## src/rtl/barrel_shifter_pkg.sv

```systemverilog
// Shared definitions for the pipelined barrel shifter: mode encodings and level-to-stage mapping.
// Latency: n/a (package only).
// Backpressure: n/a (package only).
package barrel_shifter_pkg;

    localparam logic [1:0] BARREL_SHIFT_MODE_LSR = 2'b00;
    localparam logic [1:0] BARREL_SHIFT_MODE_LSL = 2'b01;
    localparam logic [1:0] BARREL_SHIFT_MODE_ASR = 2'b10;
    localparam logic [1:0] BARREL_SHIFT_MODE_ROR = 2'b11;

    // Number of mux levels handled by register stage idx. Levels are dealt out
    // LSB first, ceil(shift_width/stages) per stage, so trailing stages may get none.
    function automatic int stage_levels(input int shift_width, input int stages, input int idx);
        int per;
        int first;
        per   = (shift_width + stages - 1) / stages;
        first = idx * per;
        if (first >= shift_width) begin
            return 0;
        end
        return ((shift_width - first) < per) ? (shift_width - first) : per;
    endfunction

endpackage

```

## src/rtl/barrel_shifter_stage.sv

```systemverilog
// Combinational slice of the barrel shifter: applies levels FIRST_LEVEL..FIRST_LEVEL+NUM_LEVELS-1.
// Latency: 0 cycles (pure combinational). Backpressure: none, the enclosing pipeline handles it.
// Ports: data_in/data_out operand, shift = full shift amount, mode/pad/sign = per-beat controls.
module barrel_shifter_stage
    import barrel_shifter_pkg::*;
#(
    parameter int WIDTH       = 8,
    parameter int SHIFT_WIDTH = 3,
    parameter int FIRST_LEVEL = 0,
    parameter int NUM_LEVELS  = 1
) (
    input  logic [WIDTH-1:0]       data_in,
    input  logic [SHIFT_WIDTH-1:0] shift,
    input  logic [1:0]             mode,
    input  logic                   pad,
    input  logic                   sign,
    output logic [WIDTH-1:0]       data_out
);

    localparam logic [WIDTH-1:0] ONES = '1;

    // Each slice only looks at its own shift bits; a zero-level slice looks at none.
    logic unused_inputs;
    assign unused_inputs = ^{shift, mode, pad, sign};

    logic [WIDTH-1:0] lvl [NUM_LEVELS+1];
    assign lvl[0] = data_in;

    for (genvar n = 0; n < NUM_LEVELS; n++) begin : g_level
        localparam int K     = FIRST_LEVEL + n;
        localparam int AMT   = 1 << K;
        // A shift of WIDTH or more clears everything to fill; clamp so the
        // shift operators never see an out-of-range amount.
        localparam int AMT_C = (AMT > WIDTH) ? WIDTH : AMT;
        localparam int ROT   = AMT % WIDTH;

        logic             fill;
        logic [WIDTH-1:0] rsh;
        logic [WIDTH-1:0] lsh;
        logic [WIDTH-1:0] rot;

        // ASR fills with the sign of the original operand, not of this level's input.
        assign fill = (mode == BARREL_SHIFT_MODE_ASR) ? sign : pad;
        assign rsh  = (lvl[n] >> AMT_C) | ({WIDTH{fill}} & ~(ONES >> AMT_C));
        assign lsh  = (lvl[n] << AMT_C) | ({WIDTH{pad}}  & ~(ONES << AMT_C));
        assign rot  = (lvl[n] >> ROT)   | (lvl[n] << (WIDTH - ROT));

        assign lvl[n+1] = !shift[K]                        ? lvl[n] :
                          (mode == BARREL_SHIFT_MODE_LSL) ? lsh    :
                          (mode == BARREL_SHIFT_MODE_ROR) ? rot    :
                                                            rsh;
    end

    assign data_out = lvl[NUM_LEVELS];

endmodule

```

## src/rtl/barrel_shifter_pipelined.sv

```systemverilog
// Multi-mode (LSR/LSL/ASR/ROR) barrel shifter split over STAGES registered stages.
// Latency: STAGES cycles from acceptance to out_valid; one beat per cycle sustained.
// Backpressure: valid/ready with bubble collapsing; in_ready is combinational from out_ready.
// Ports: clock/resetn; in_valid/in_ready/in_data/in_shift/in_mode/in_pad; out_valid/out_ready/out_data.
module barrel_shifter_pipelined
    import barrel_shifter_pkg::*;
#(
    parameter int WIDTH       = 8,
    parameter int SHIFT_WIDTH = $clog2(WIDTH),
    parameter int STAGES      = SHIFT_WIDTH
) (
    input  logic                   clock,
    input  logic                   resetn,
    input  logic                   in_valid,
    output logic                   in_ready,
    input  logic [WIDTH-1:0]       in_data,
    input  logic [SHIFT_WIDTH-1:0] in_shift,
    input  logic [1:0]             in_mode,
    input  logic                   in_pad,
    output logic                   out_valid,
    input  logic                   out_ready,
    output logic [WIDTH-1:0]       out_data
);

    localparam int LEVELS_PER_STAGE = (SHIFT_WIDTH + STAGES - 1) / STAGES;

    // Stage registers
    logic [STAGES-1:0]      v_q;
    logic [WIDTH-1:0]       d_q    [STAGES];
    logic [SHIFT_WIDTH-1:0] sh_q   [STAGES];
    logic [1:0]             mode_q [STAGES];
    logic [STAGES-1:0]      pad_q;
    logic [STAGES-1:0]      sign_q;

    // What each stage would load, and whether it loads this cycle
    logic [STAGES-1:0]      src_v;
    logic [STAGES-1:0]      src_pad;
    logic [STAGES-1:0]      src_sign;
    logic [WIDTH-1:0]       src_d    [STAGES];
    logic [SHIFT_WIDTH-1:0] src_sh   [STAGES];
    logic [1:0]             src_mode [STAGES];
    logic [WIDTH-1:0]       st_d     [STAGES];
    logic [STAGES-1:0]      adv;

    // A stage advances if it is empty or everything downstream of it can move.
    // Accumulated from the output end so there is no combinational self-loop.
    always_comb begin
        logic acc;
        acc = out_ready;
        for (int i = STAGES - 1; i >= 0; i--) begin
            acc    = acc || !v_q[i];
            adv[i] = acc;
        end
    end

    for (genvar i = 0; i < STAGES; i++) begin : g_stage
        if (i == 0) begin : g_head
            assign src_v[i]    = in_valid;
            assign src_d[i]    = in_data;
            assign src_sh[i]   = in_shift;
            assign src_mode[i] = in_mode;
            assign src_pad[i]  = in_pad;
            assign src_sign[i] = in_data[WIDTH-1];
        end else begin : g_body
            assign src_v[i]    = v_q[i-1];
            assign src_d[i]    = d_q[i-1];
            assign src_sh[i]   = sh_q[i-1];
            assign src_mode[i] = mode_q[i-1];
            assign src_pad[i]  = pad_q[i-1];
            assign src_sign[i] = sign_q[i-1];
        end

        barrel_shifter_stage #(
            .WIDTH       (WIDTH),
            .SHIFT_WIDTH (SHIFT_WIDTH),
            .FIRST_LEVEL (i * LEVELS_PER_STAGE),
            .NUM_LEVELS  (stage_levels(SHIFT_WIDTH, STAGES, i))
        ) u_stage (
            .data_in  (src_d[i]),
            .shift    (src_sh[i]),
            .mode     (src_mode[i]),
            .pad      (src_pad[i]),
            .sign     (src_sign[i]),
            .data_out (st_d[i])
        );
    end

    always_ff @(posedge clock or negedge resetn) begin
        if (!resetn) begin
            v_q    <= '0;
            pad_q  <= '0;
            sign_q <= '0;
            for (int i = 0; i < STAGES; i++) begin
                d_q[i]    <= '0;
                sh_q[i]   <= '0;
                mode_q[i] <= '0;
            end
        end else begin
            for (int i = 0; i < STAGES; i++) begin
                if (adv[i]) begin
                    v_q[i]    <= src_v[i];
                    d_q[i]    <= st_d[i];
                    sh_q[i]   <= src_sh[i];
                    mode_q[i] <= src_mode[i];
                    pad_q[i]  <= src_pad[i];
                    sign_q[i] <= src_sign[i];
                end
            end
        end
    end

    // The last stage's control fields have no consumer.
    logic unused_tail;
    assign unused_tail = ^{sh_q[STAGES-1], mode_q[STAGES-1], pad_q[STAGES-1], sign_q[STAGES-1]};

    assign in_ready  = adv[0];
    assign out_valid = v_q[STAGES-1];
    // Stale data in an empty last stage is never exposed.
    assign out_data  = v_q[STAGES-1] ? d_q[STAGES-1] : '0;

endmodule

```

## config.mk

```make
export PLATFORM = sky130hd
export DESIGN_NAME = barrel_shifter_pipelined
export DESIGN_NICKNAME = d
export VERILOG_FILES = /design/src/rtl/barrel_shifter_pkg.sv /design/src/rtl/barrel_shifter_stage.sv /design/src/rtl/barrel_shifter_pipelined.sv
export SDC_FILE = /design/constraint.sdc
export NUM_CORES = 1
export LEC_CHECK = 0
export ABC_CLOCK_PERIOD_IN_PS = 1150
export BUFFER_PORTS_ARGS = -buffer_cell sky130_fd_sc_hd__buf_4
export CAP_MARGIN = 40
export CORE_MARGIN = 2
export CORE_UTILIZATION = 25
export CTS_CLUSTER_SIZE = 40
export DETAILED_ROUTE_END_ITERATION = 8
export HOLD_SLACK_MARGIN = 0.06
export MAX_ROUTING_LAYER = met4
export PLACE_DENSITY_LB_ADDON = 0.3
export SYNTH_ARGS = -nofsm -noshare
export SYNTH_HDL_FRONTEND = slang
export SYNTH_SLANG_ARGS = --single-unit
```

## constraint.sdc

```tcl
create_clock -name clock -period 1.15 [get_ports clock]
set_input_delay 0.0575 -clock clock [delete_from_list [all_inputs] [get_ports clock]]
set_output_delay 0.0575 -clock clock [all_outputs]
set_load 0.05 [all_outputs]
```

After elaboration in Yosys (flattened, before gate mapping) --
Cells that the tools add are included.
Word-level totals: bits in registers 41, bits of input ports 18, output and inout port bits 10
Cells by class: eq/ne operators 9, mux-type cells 13, bitwise gates (word level) 9, reductions and logical operators 6
Operators with widths (count):
- 8-bit 2-to-1 mux | 10
- 4-bit by 8-bit bitwise OR with 8-bit output | 2
- 6-bit by 8-bit bitwise OR with 8-bit output | 2
- 7-bit by 8-bit bitwise OR with 8-bit output | 2
- 2-bit == test (second input constant) | 6
- 8-bit by 1-bit bitwise OR with 8-bit output | 1
- 8-bit by 2-bit bitwise OR with 8-bit output | 1
- 8-bit by 4-bit bitwise OR with 8-bit output | 1
- 2-bit by 1-bit == test with 1-bit output (second input constant) | 3
- 1-bit zero test | 3
- 1-bit logical OR | 3
- 1-bit 2-to-1 mux | 3

Longest topological paths before layout --
depth after elaboration 6, depth in mapped cells 6

By module --
From an unflattened synthesis, not the netlist that was laid out.
Second synthesis, totals: cells, all modules 193, area total of the unflattened synthesis 2275.9 um2
By module, submodules not included:
- barrel_shifter_pipelined | instances 1, cells each 97, area each 1639.1 um2
- barrel_shifter_stage at g_stage[2].u_stage | instances 1, cells each 30, area each 221.5 um2
- barrel_shifter_stage at g_stage[1].u_stage | instances 1, cells each 35, area each 211.5 um2
- barrel_shifter_stage at g_stage[0].u_stage | instances 1, cells each 31, area each 203.9 um2

Worst setup path after synthesis --
OpenSTA, ideal clock, no wires.
path kind register -> register, start register v_q[2], end register mode_q[3] (netlist name), data arrival time 1.380 ns, data required time 1.025 ns, path slack -0.355 ns, stages on the path, launching flop included 5, period minus slack after synthesis 1.505 ns, cells stage by stage dfrtp_1 and3b_1 buf_6 buf_8 mux2_4
On the way: cells in the longest elaborated chain, start to end 3
RTL lines:
- start, declared | line barrel_shifter_pipelined.sv:28 | logic [STAGES-1:0] v_q;
- start signal, assigned by index | line barrel_shifter_pipelined.sv:101 | v_q[i] <= src_v[i];
- 1-bit zero test | line barrel_shifter_pipelined.sv:51 | acc = acc || !v_q[i];
- 1-bit logical OR (2 in a row) | line barrel_shifter_pipelined.sv:51
- end signal, assigned by index | line barrel_shifter_pipelined.sv:104 | mode_q[i] <= src_mode[i];
- end, declared | line barrel_shifter_pipelined.sv:31 | logic [1:0] mode_q [STAGES];
Every way passes these cells. A chain may end at the register's enable or synchronous reset.

Final worst setup path --
start register v_q[2], end output out_data[2]
On the way: cells in the longest elaborated chain, start to end 1
RTL lines:
- 8-bit 2-to-1 mux | line barrel_shifter_pipelined.sv:119 | assign out_data = v_q[STAGES-1] ? d_q[STAGES-1] : '0;
- end, declared | line barrel_shifter_pipelined.sv:22 | output logic [WIDTH-1:0] out_data
Every way passes these cells.

==> summary.txt <==
Clock tree
  • Clk slew on worst S/H paths: 0.08 ns
  • Clock tree root driver cell: clkbuf_8
  • Clk_lat worst skew: 0.29 ns
  • CTS tree: done
  • # H-tree levels: 2
  • CTS sink cnt: 38
  • CTS Buf Count: 5
  • CTS Buffer Depth: 2

Drt
  • Vias: 1778
  • Final WL: 5.166 mm
  • Routed length per placed instance: 13.31 µm
  • Residual DRC: 0
  • Drt via density: 4.582
  • DRT antenna net count: 0
  • Initial DRC count: 46
  • Router iterations before antenna repair: 5

Yosys
  • Largest cells by area after synthesis: dfrtp_1 (45%), nand2_1 (4.4%), and3b_1 (3.3%)
  • Synth warn: 0
  • Synth top area share: 45.05%
  • Mapped Area: 0.002111 mm²
  • Register area share after synthesis: 45.05%
  • Syn_area_per_cell: 9.551 µm²
  • Yosys top cell by area: dfrtp_1
  • Synth Area in Simple Gates: 20.98%
  • Multiplexer share of the synthesized area: 5.216%
  • Post-Synth XOR/XNOR Area: 0%
  • Unique masters post-synth: 37
  • Synth Area in Compound Gates: 20.39%
  • Number of synthesized register bits: 38
  • Post-Synth Adder-Cell Area: 0%
  • Largest family of logic cells by synthesized area: simple AND/OR/NAND/NOR gates
  • Post-Syn Nets: 239
  • Syn Inst Count: 221

Floorplanning
  • Die extent in y: 95.89 µm
  • # IOs: 28
  • Core area: 0.008217 mm²
  • Initial Utilization: 25.69%
  • Die area: 0.009194 mm²
  • Die width: 95.89 µm
  • # rows: 33

Timing
  • RSZ-0062 raised after global routing: yes
  • Final setup violation count: 34
  • Min Tclk post-route: 1.292 ns
  • Worst-Margin Slew: 0.4814 ns
  • Max Clk Rate: 0.7738 GHz
  • Clk_skew: 0.005685 ns
  • Hold violation total from the final report: 0
  • Post-route setup slack: -0.1423 ns
  • Max-slew violation count: 0
  • Hold_ws: 0.06595 ns
  • Max transition margin: 67.91%
  • Fin crit share: 112.4%

Pwr
  • Power per cell area: 1530 mW/mm²
  • P_leak: 1.457 nW
  • Total power draw: 4.885 mW
  • Peak supply drop: 461.9 µV

Placed design
  • Placer Congestion: 0.7826
  • PortBufs: 27
  • Dpl hpwl: 3.345 mm
  • Dpl ws: -0.09763 ns
  • Placed cell count: 350

Global routing
  • Antenna violations before repair: 0
  • Number of global-route vias before repair: 1687
  • Grt met1 use: 14.77%
  • First-pass GRT wire length: 8.397 mm
  • Met2 usage: 20.05%
  • Gr busiest metal: met2
  • Met3 usage: 2.819%
  • Gr usage total: 12.11%
  • Gr ovfl total: 0
  • Largest net degree at the start of global routing: 39

Cells and area
  • Antenna Cells: 0
  • Fin cells: 388
  • Final nets: 300
  • Area grow syn2layout: 51.27%
  • Layout cells sized above 1: 39.93%

Worst setup path
  • WP data arrival: 1.23 ns
  • WP data required: 1.09 ns
  • Nature of the critical path endpoint: primary output
  • Critical path class: flip-flop to primary output
  • Crit-path slowest cell: dfrtp_2
  • Max incr delay on CP: 0.42 ns
  • Worst Setup Start Kind: flip-flop
  • Top cell by count, worst path: buf_6
  • Critical-path cell list: buf_6, buf_6, and2_4, buf_8
  • Crit Path Max Fanout: 8

Run
  • Max cap viols: 0

Hold path
  • Hold crit path type: primary input to flip-flop

Status
  • Status: complete, but fails checks
  • Failing checks: negative setup slack
==> synth_stat cells, drive strengths merged <==
cell type	instances
o21ai	19
a311oi	1
inv	13
or2	1
nor2	17
nor4bb	1
mux2i	2
mux2	7
o211a	6
o211ai	6
and2	8
nand2	25
nand3b	7
a2bb2oi	1
and4	1
o21a	4
nand2b	4
a211oi	7
nand3	4
nor2b	4
and3b	8
a22o	6
clkbuf	2
a31oi	5
dfrtp	38
and4b	1
o22ai	5
buf	15
and2b	1
o31ai	2
==> sequential cells by signal (all words and copies together), names as in the netlist <==
register and cells:
d_q 24, mode_q 4, pad_q 2, sh_q 3
sign_q 2, v_q 3
==> per-layer routing <==
layer	part of all wire (%)	wire, µm	vias up
met4	1.2	61	0
met5	0	0	-
li1	-	-	903
met2	50	2585	32
met3	3.1	160	6
met1	46	2359	837
==> power by group <==
group          total, mW  switching, mW  internal, mW
registers           1.82          0.227          1.60
logic               1.97          0.939          1.03
clock network       1.09          0.484         0.606
total               4.88           1.65          3.24
==> final timing paths <==
check	from	endpoint	slack, ns	cells after the start
worst min register to register	v_q[0]	v_q[1]	0.47	1
worst max register to register	v_q[2]	d_q[10]	-0.14	4
max in group asynchronous	resetn	v_q[2]	0.52	2
min in group asynchronous	resetn	d_q[7]	0.26	2
worst max-delay path	v_q[2]	out_data[2]	-0.14	4
worst min-delay path	in_data[6]	d_q[21]	0.07	3
==> worst max-delay path: cells and delay by family, from the launching register on <==
family	cells	cell delay (ns)
buf+inv	3	0.39
simple gates	1	0.13
flops	1	0.42
==> cell families after synthesis <==
| group | count (synthesis) |
|---|---|
| AND/OR/NAND/NOR | 82 |
| AO/OA/AOI/OAI | 62 |
| flip-flops | 38 |
| buffers and inverters | 30 |
| multiplexers | 9 |
==> per-stage QoR <==
step	utilization (%)	setup TNS [ns]	cell area [µm²]
CTS	36.73	-3.158	3018
global route	38.86	-5.349	3193
floorplan	-	-4.757	2141
detailed placement	30.07	-0.3928	2471
finish	38.86	-3.291	3193
global placement	30.07	-0.1509	2471
==> layout by cell type, fill, tap and decap left out, types with 6 or more instances in the layout <==
| master | count |
|---|---|
| dfrtp_1 | 36 |
| buf_4 | 30 |
| nand2_1 | 21 |
| dlygate4sd3_1 | 13 |
| inv_1 | 12 |
| buf_8 | 11 |
| nor2_1 | 10 |
| and2_4 | 8 |
| clkbuf_8 | 8 |
| and3b_1 | 7 |
| a211oi_1 | 7 |
| o21ai_2 | 7 |
| nand3b_1 | 7 |
| o211a_1 | 6 |
| o211ai_1 | 6 |
| a22o_1 | 6 |
| o21ai_0 | 6 |
| buf_6 | 6 |
==> timing repair <==
action | 4_1_cts | 5_1_grt
hold buffers | 12 | 1
gates cloned | 5 | 2
setup buffers | 8 | 2
endpoints found under the hold margin | 49 | 1
gates resized for setup | 46 | 35
endpoints found under the setup margin | 29 | 48
pin swaps | 10 | 4
==> layout make-up <==
class	count	area [µm²]
Timing Repair inverter	2	15.01
Fill cell	816	5024
Multi-Input combinational cell	153	1151
Timing Repair Buffer	69	778.2
Sequential cell	38	953.4
Clock buffer	8	110.1
Inverter	13	53.80
Tap cell	105	131.4
Power figures use the tool's default switching activity.
